--- src/rtl/sincn_decimator.sv ---
// CIC (sinc^N) decimator for 1-bit PDM data with settling suppression, saturation and valid/ready output.
// Optional SINCN_ROUND_EN: round-half-up before saturation instead of plain truncation.
module sincn_decimator #(
  parameter int ORDER    = 3,
  parameter int DEC_RATE = 64,
  parameter int OUT_W    = 16
) (
  input  logic             mclk1,
  input  logic             reset_n,
  input  logic             en,
  input  logic             mdata1,
  output logic [OUT_W-1:0] out_data,
  output logic             out_valid,
  input  logic             out_ready,
  output logic             out_overrun
);

  localparam int ACC_W = ORDER * $clog2(DEC_RATE) + 1;
  localparam int SHIFT = ACC_W - 1 - OUT_W;
  localparam int CNT_W = $clog2(DEC_RATE);
  localparam int SET_W = $clog2(ORDER + 1);

  if (ORDER < 1 || ORDER > 5) begin : g_bad_order
    $error("sincn_decimator: ORDER %0d outside 1..5", ORDER);
  end
  if (DEC_RATE < 2 || DEC_RATE > 1024) begin : g_bad_rate
    $error("sincn_decimator: DEC_RATE %0d outside 2..1024", DEC_RATE);
  end
  if (OUT_W < 2 || OUT_W > ACC_W - 1) begin : g_bad_outw
    $error("sincn_decimator: OUT_W %0d outside 2..%0d", OUT_W, ACC_W - 1);
  end

  logic [CNT_W-1:0] cnt;
  logic [SET_W-1:0] settle;
  logic             tick;
  logic             emit;
  logic [ACC_W-1:0] comb_in;
  logic [ACC_W-1:0] y_full;

  assign tick = en && (cnt == CNT_W'(DEC_RATE - 1));
  assign emit = tick && (settle == SET_W'(ORDER));

  always_ff @(posedge mclk1 or negedge reset_n) begin
    if (!reset_n) begin
      cnt    <= '0;
      settle <= '0;
    end else if (!en) begin
      cnt    <= '0;
      settle <= '0;
    end else begin
      cnt <= tick ? '0 : cnt + CNT_W'(1);
      if (tick && settle != SET_W'(ORDER)) settle <= settle + SET_W'(1);
    end
  end

  // Integrator k sums the registered output of stage k-1, so no long adder chain forms.
  for (genvar k = 0; k < ORDER; k++) begin : g_int
    logic [ACC_W-1:0] acc, acc_nxt, src;
    if (k == 0) begin : g_src0
      assign src = {{(ACC_W-1){1'b0}}, mdata1};
    end else begin : g_srck
      assign src = g_int[k-1].acc;
    end
    assign acc_nxt = acc + src;
    always_ff @(posedge mclk1 or negedge reset_n) begin
      if (!reset_n)  acc <= '0;
      else if (!en)  acc <= '0;
      else           acc <= acc_nxt;
    end
  end

  assign comb_in = g_int[ORDER-1].acc_nxt;

  for (genvar k = 0; k < ORDER; k++) begin : g_comb
    logic [ACC_W-1:0] x, dly, y;
    if (k == 0) begin : g_x0
      assign x = comb_in;
    end else begin : g_xk
      assign x = g_comb[k-1].y;
    end
    assign y = x - dly;
    always_ff @(posedge mclk1 or negedge reset_n) begin
      if (!reset_n)  dly <= '0;
      else if (!en)  dly <= '0;
      else if (tick) dly <= x;
    end
  end

  assign y_full = g_comb[ORDER-1].y;

  // Extra top bit keeps the rounding carry of a full-scale result.
  logic [ACC_W:0] y_ext, y_rnd, s_shift;
  logic [OUT_W-1:0] sample;
  localparam logic [ACC_W:0] S_MAX = {{(ACC_W+1-OUT_W){1'b0}}, {OUT_W{1'b1}}};

  assign y_ext = {1'b0, y_full};
`ifdef SINCN_ROUND_EN
  if (SHIFT > 0) begin : g_rnd
    assign y_rnd = y_ext + ((ACC_W+1)'(1) << (SHIFT - 1));
  end else begin : g_nornd
    assign y_rnd = y_ext;
  end
`else
  assign y_rnd = y_ext;
`endif
  assign s_shift = y_rnd >> SHIFT;
  assign sample  = (s_shift > S_MAX) ? {OUT_W{1'b1}} : s_shift[OUT_W-1:0];

  always_ff @(posedge mclk1 or negedge reset_n) begin
    if (!reset_n) begin
      out_data    <= '0;
      out_valid   <= 1'b0;
      out_overrun <= 1'b0;
    end else if (!en) begin
      out_valid   <= 1'b0;
      out_overrun <= 1'b0;
    end else if (emit) begin
      out_data    <= sample;
      out_valid   <= 1'b1;
      out_overrun <= out_valid && !out_ready;
    end else begin
      out_overrun <= 1'b0;
      if (out_valid && out_ready) out_valid <= 1'b0;
    end
  end

endmodule

--- config.mk ---
export PLATFORM = sky130hd
export DESIGN_NAME = sincn_decimator
export DESIGN_NICKNAME = d
export VERILOG_FILES = /design/src/rtl/sincn_decimator.sv
export SDC_FILE = /design/constraint.sdc
export NUM_CORES = 1
export LEC_CHECK = 0
export BUFFER_PORTS_ARGS = -buffer_cell sky130_fd_sc_hd__buf_2
export CORE_MARGIN = 1.5
export CORE_UTILIZATION = 50
export CTS_CLUSTER_SIZE = 25
export DETAILED_ROUTE_END_ITERATION = 16
export PLACE_DENSITY = 0.66
export SETUP_SLACK_MARGIN = 0.5
export SYNTH_ARGS = -nofsm -noshare
export SYNTH_HDL_FRONTEND = slang
export SYNTH_SLANG_ARGS = --single-unit
--- constraint.sdc ---
create_clock -name mclk1 -period 16.79 [get_ports mclk1]
set_input_delay 3.358 -clock mclk1 [delete_from_list [all_inputs] [get_ports mclk1]]
set_output_delay 3.358 -clock mclk1 [all_outputs]
set_load 0.03 [all_outputs]
==> summary.txt <==
Yosys
  • Adder-Cell Fraction of Synth Area: 13.39%
  • Synthesized flop and latch total: 140
  • Main combinational cell family by area after synthesis: simple AND/OR/NAND/NOR gates
  • Mapped Avg Cell Area: 8.806 um^2
  • Simple-Gate Fraction of Synth Area: 17.98%
  • Mapped cell area: 0.009290 mm^2
  • FFs w/ async S/R, synth: 100.0%
  • Synthesized Nets: 1157
  • YS warnings: 0
  • Register area share after synthesis: 37.71%
  • Post-synth top flop: dfrtp_1
  • EDFF count, synth: 0
  • XOR/XNOR Fraction of Synth Area: 9.360%
  • Compound-Gate Fraction of Synth Area: 16.84%
  • Cell count after synthesis: 1055
  • Post-synthesis mux area share: 0.3636%
  • Synth unique cells: 53

STA
  • Final Max Slew Viols: 0
  • Final setup viols: 0
  • Final hold vios: 0
  • RSZ-0062 raised after global routing: no
  • Tmin final: 7322 ps
  • Post-Route Setup TNS: 0 ps
  • Hold_ws: 463.2 ps
  • Tightest Pin Transition: 1040 ps
  • Slew HR: 30.65%
  • Crit share post-route: 43.61%
  • Worst Skew: 7.244 ps
  • Max Clk Rate: 136.6 MHz

Die
  • DIE HEIGHT: 139.3 um
  • Die area: 0.01941 mm^2
  • Die width: 139.3 um
  • Initial core utilization: 51.37%
  • I/O Pins: 23
  • CORE AREA: 0.01809 mm^2
  • Cell Rows: 49

Clock network
  • Hold buffers post-CTS: 0
  • CTS-repair resized insts: 0
  • TritonCTS buffer count: 17
  • Latest clock arrival within the worst-skew pair: 420 ps
  • Clk root buf: clkbuf_16
  • CTS tree: built
  • Clock Path Buffers: 2
  • H-tree levels: 4
  • Number of setup buffers added after CTS: 0
  • Worst-path clk slew: 60 ps
  • Clk sink count: 140

Placement
  • Input/output buffers: 22
  • Placed cells: 1279
  • Placed cell area: 0.009613 mm^2
  • HPWL after DPL: 12400 um
  • Routability cong.: 0.7742

Setup path
  • Startpoint types: register
  • CP Capture Point: out_data[4]
  • Crit path required time: 17040 ps
  • Slowest-stage cell, CP: mux2i_2
  • CP max FO: 10
  • Critical setup path kind: reg2reg
  • R2r setup slk: 9470 ps
  • Reg-to-Reg End: out_data[4]
  • Crit path launch: g_int[1].acc[1]
  • Buf+Inv Stages, Crit Path: 0
  • R2R Path Start: g_int[1].acc[1]
  • R2r worst-path depth: 29
  • CP max stage delay: 500 ps
  • Levels on crit path: 29
  • CP Data Arrival Time: 7580 ps
  • Crit-path leading delay family: compound AO/OA/AOI/OAI gates
  • CP endpoint kind: register

Hold path
  • Worst hold path type: reg2reg

Finish
  • Nets@finish: 1171
  • Most frequent cells in the layout: 140 x dfrtp_1, 133 x nand2_1, 107 x nor2_1
  • Fin area: 0.01018 mm^2
  • Antenna diode count: 0
  • Seq. cell area: 0.003503 mm^2
  • Commonest non-fill, non-tap cell in the layout: dfrtp_1
  • # fillers: 1613
  • Post-route insts no fill: 1309
  • Layout cell share with drive strength beyond 1: 6.667%
  • Multi-input gate area: 0.005388 mm^2
  • Synthesis-to-layout area growth: 9.576%

Drt
  • Post-DRT Antenna Nets: 0
  • Iteration-0 DRC Markers: 399
  • Routed len/inst: 14.12 um
  • DRT Wirelength: 18490 um
  • 1st-pass router iterations: 11
  • Via count: 7106
  • Residual DRC: 3
  • Via density: 5.429

Power and ir drop
  • P_leak: 4.861 nW
  • Cell Pwr Density: 158.3 mW/mm^2
  • Max VDD drop: 0.09784 mV

Global routing
  • Grt ovf: 0
  • Initial antenna violation count: 0
  • Number of global-route vias before repair: 6994
  • Global Route Usage Sum: 20.57%
  • Pin count of the biggest net entering global routing: 79
  • Global-route wire length before repair: 33130 um

Run status
  • Status: finished, violations left
  • Failing checks: design-rule violations

Run
  • Max Cap Viol: 0
==> metrics by stage <==
stage,setup slack (ps),utilization [%],power (mW)
5_1_grt,8741,56.29,1.752
6_report,9468,56.29,1.611
4_1_cts,9465,56.29,1.624
3_5_place_dp,9453,53.15,1.244
2_1_floorplan,10290,-,1.070
3_3_place_gp,9661,53.15,1.239
==> cell usage after synthesis, types with 16 or more instances <==
| library cell | number | area [um^2] |
|---|---|---|
| a21o_1 | 28 | 210.2 |
| a21oi_1 | 90 | 450.4 |
| and2_1 | 28 | 175.2 |
| and3_1 | 18 | 112.6 |
| clkbuf_1 | 30 | 112.6 |
| dfrtp_1 | 140 | 3503 |
| ha_1 | 93 | 1164 |
| inv_1 | 77 | 289.0 |
| nand2_1 | 133 | 499.2 |
| nand3_1 | 21 | 105.1 |
| nor2_1 | 107 | 401.6 |
| nor3_1 | 16 | 80.08 |
| o21ai_0 | 31 | 155.2 |
| xnor2_1 | 57 | 499.2 |
| xor2_1 | 37 | 324.1 |
==> per-layer routing <==
metal,track usage (%),vias up,wire length [um]
met3,4.061,10,457
met1,28.63,3401,9466
met2,33.15,57,8397
met5,0,-,0
li1,-,3638,-
met4,4.703,0,163
==> sequential cells by signal, summed over array words and instances, names as in the netlist <==
name / flops
cnt: 6
g_comb.dly: 57
g_int.acc: 57
out_data: 16
out_overrun: 1
out_valid: 1
settle: 2
==> area by class of cell <==
class                   instances  area share, %
repair buffers                 26          1.438
clock buffers                  22          4.658
clock inverters                 8         0.9095
well taps                     229          2.815
multi-input cells             807          52.93
inverters                      77          2.839
flip-flops and latches        140          34.41
==> logic make-up after synthesis <==
logic type      count (synthesis)
simple gates                  369
compound gates                242
flops                         140
buf+inv                       108
fa+ha+maj                      97
xor+xnor                       96
mux                             3
==> power breakdown <==
| group | total [mW] | leakage [nW] | internal (mW) | switching, mW |
|---|---|---|---|---|
| registers | 0.343 | 1.95 | 0.341 | 0.00231 |
| clock network | 0.368 | 0.281 | 0.227 | 0.141 |
| logic | 0.900 | 2.63 | 0.391 | 0.510 |
| total | 1.61 | 4.86 | 0.959 | 0.653 |
==> how the worst min path moves through the flow <==
stage	from	endpoint	slack, ps	depth (start not counted)
floorplan	cnt[0]	cnt[0]	430	1
global placement	cnt[0]	cnt[0]	450	1
finish	cnt[0]	cnt[0]	460	1
global route	cnt[0]	cnt[0]	490	1
detailed placement	cnt[0]	cnt[0]	450	1
CTS	cnt[0]	cnt[0]	460	1
==> worst register-to-register path, delay by kind of cell, from the launching register on <==
family	cells	cell delay, ps
adders and majority gates	4	1270
DFF	1	420
AOI/OAI and AO/OA	14	3190
muxes	2	780
and+or+nand+nor	6	930
xor gates and xnor gates	3	550
(Power assumes the default switching activity.)
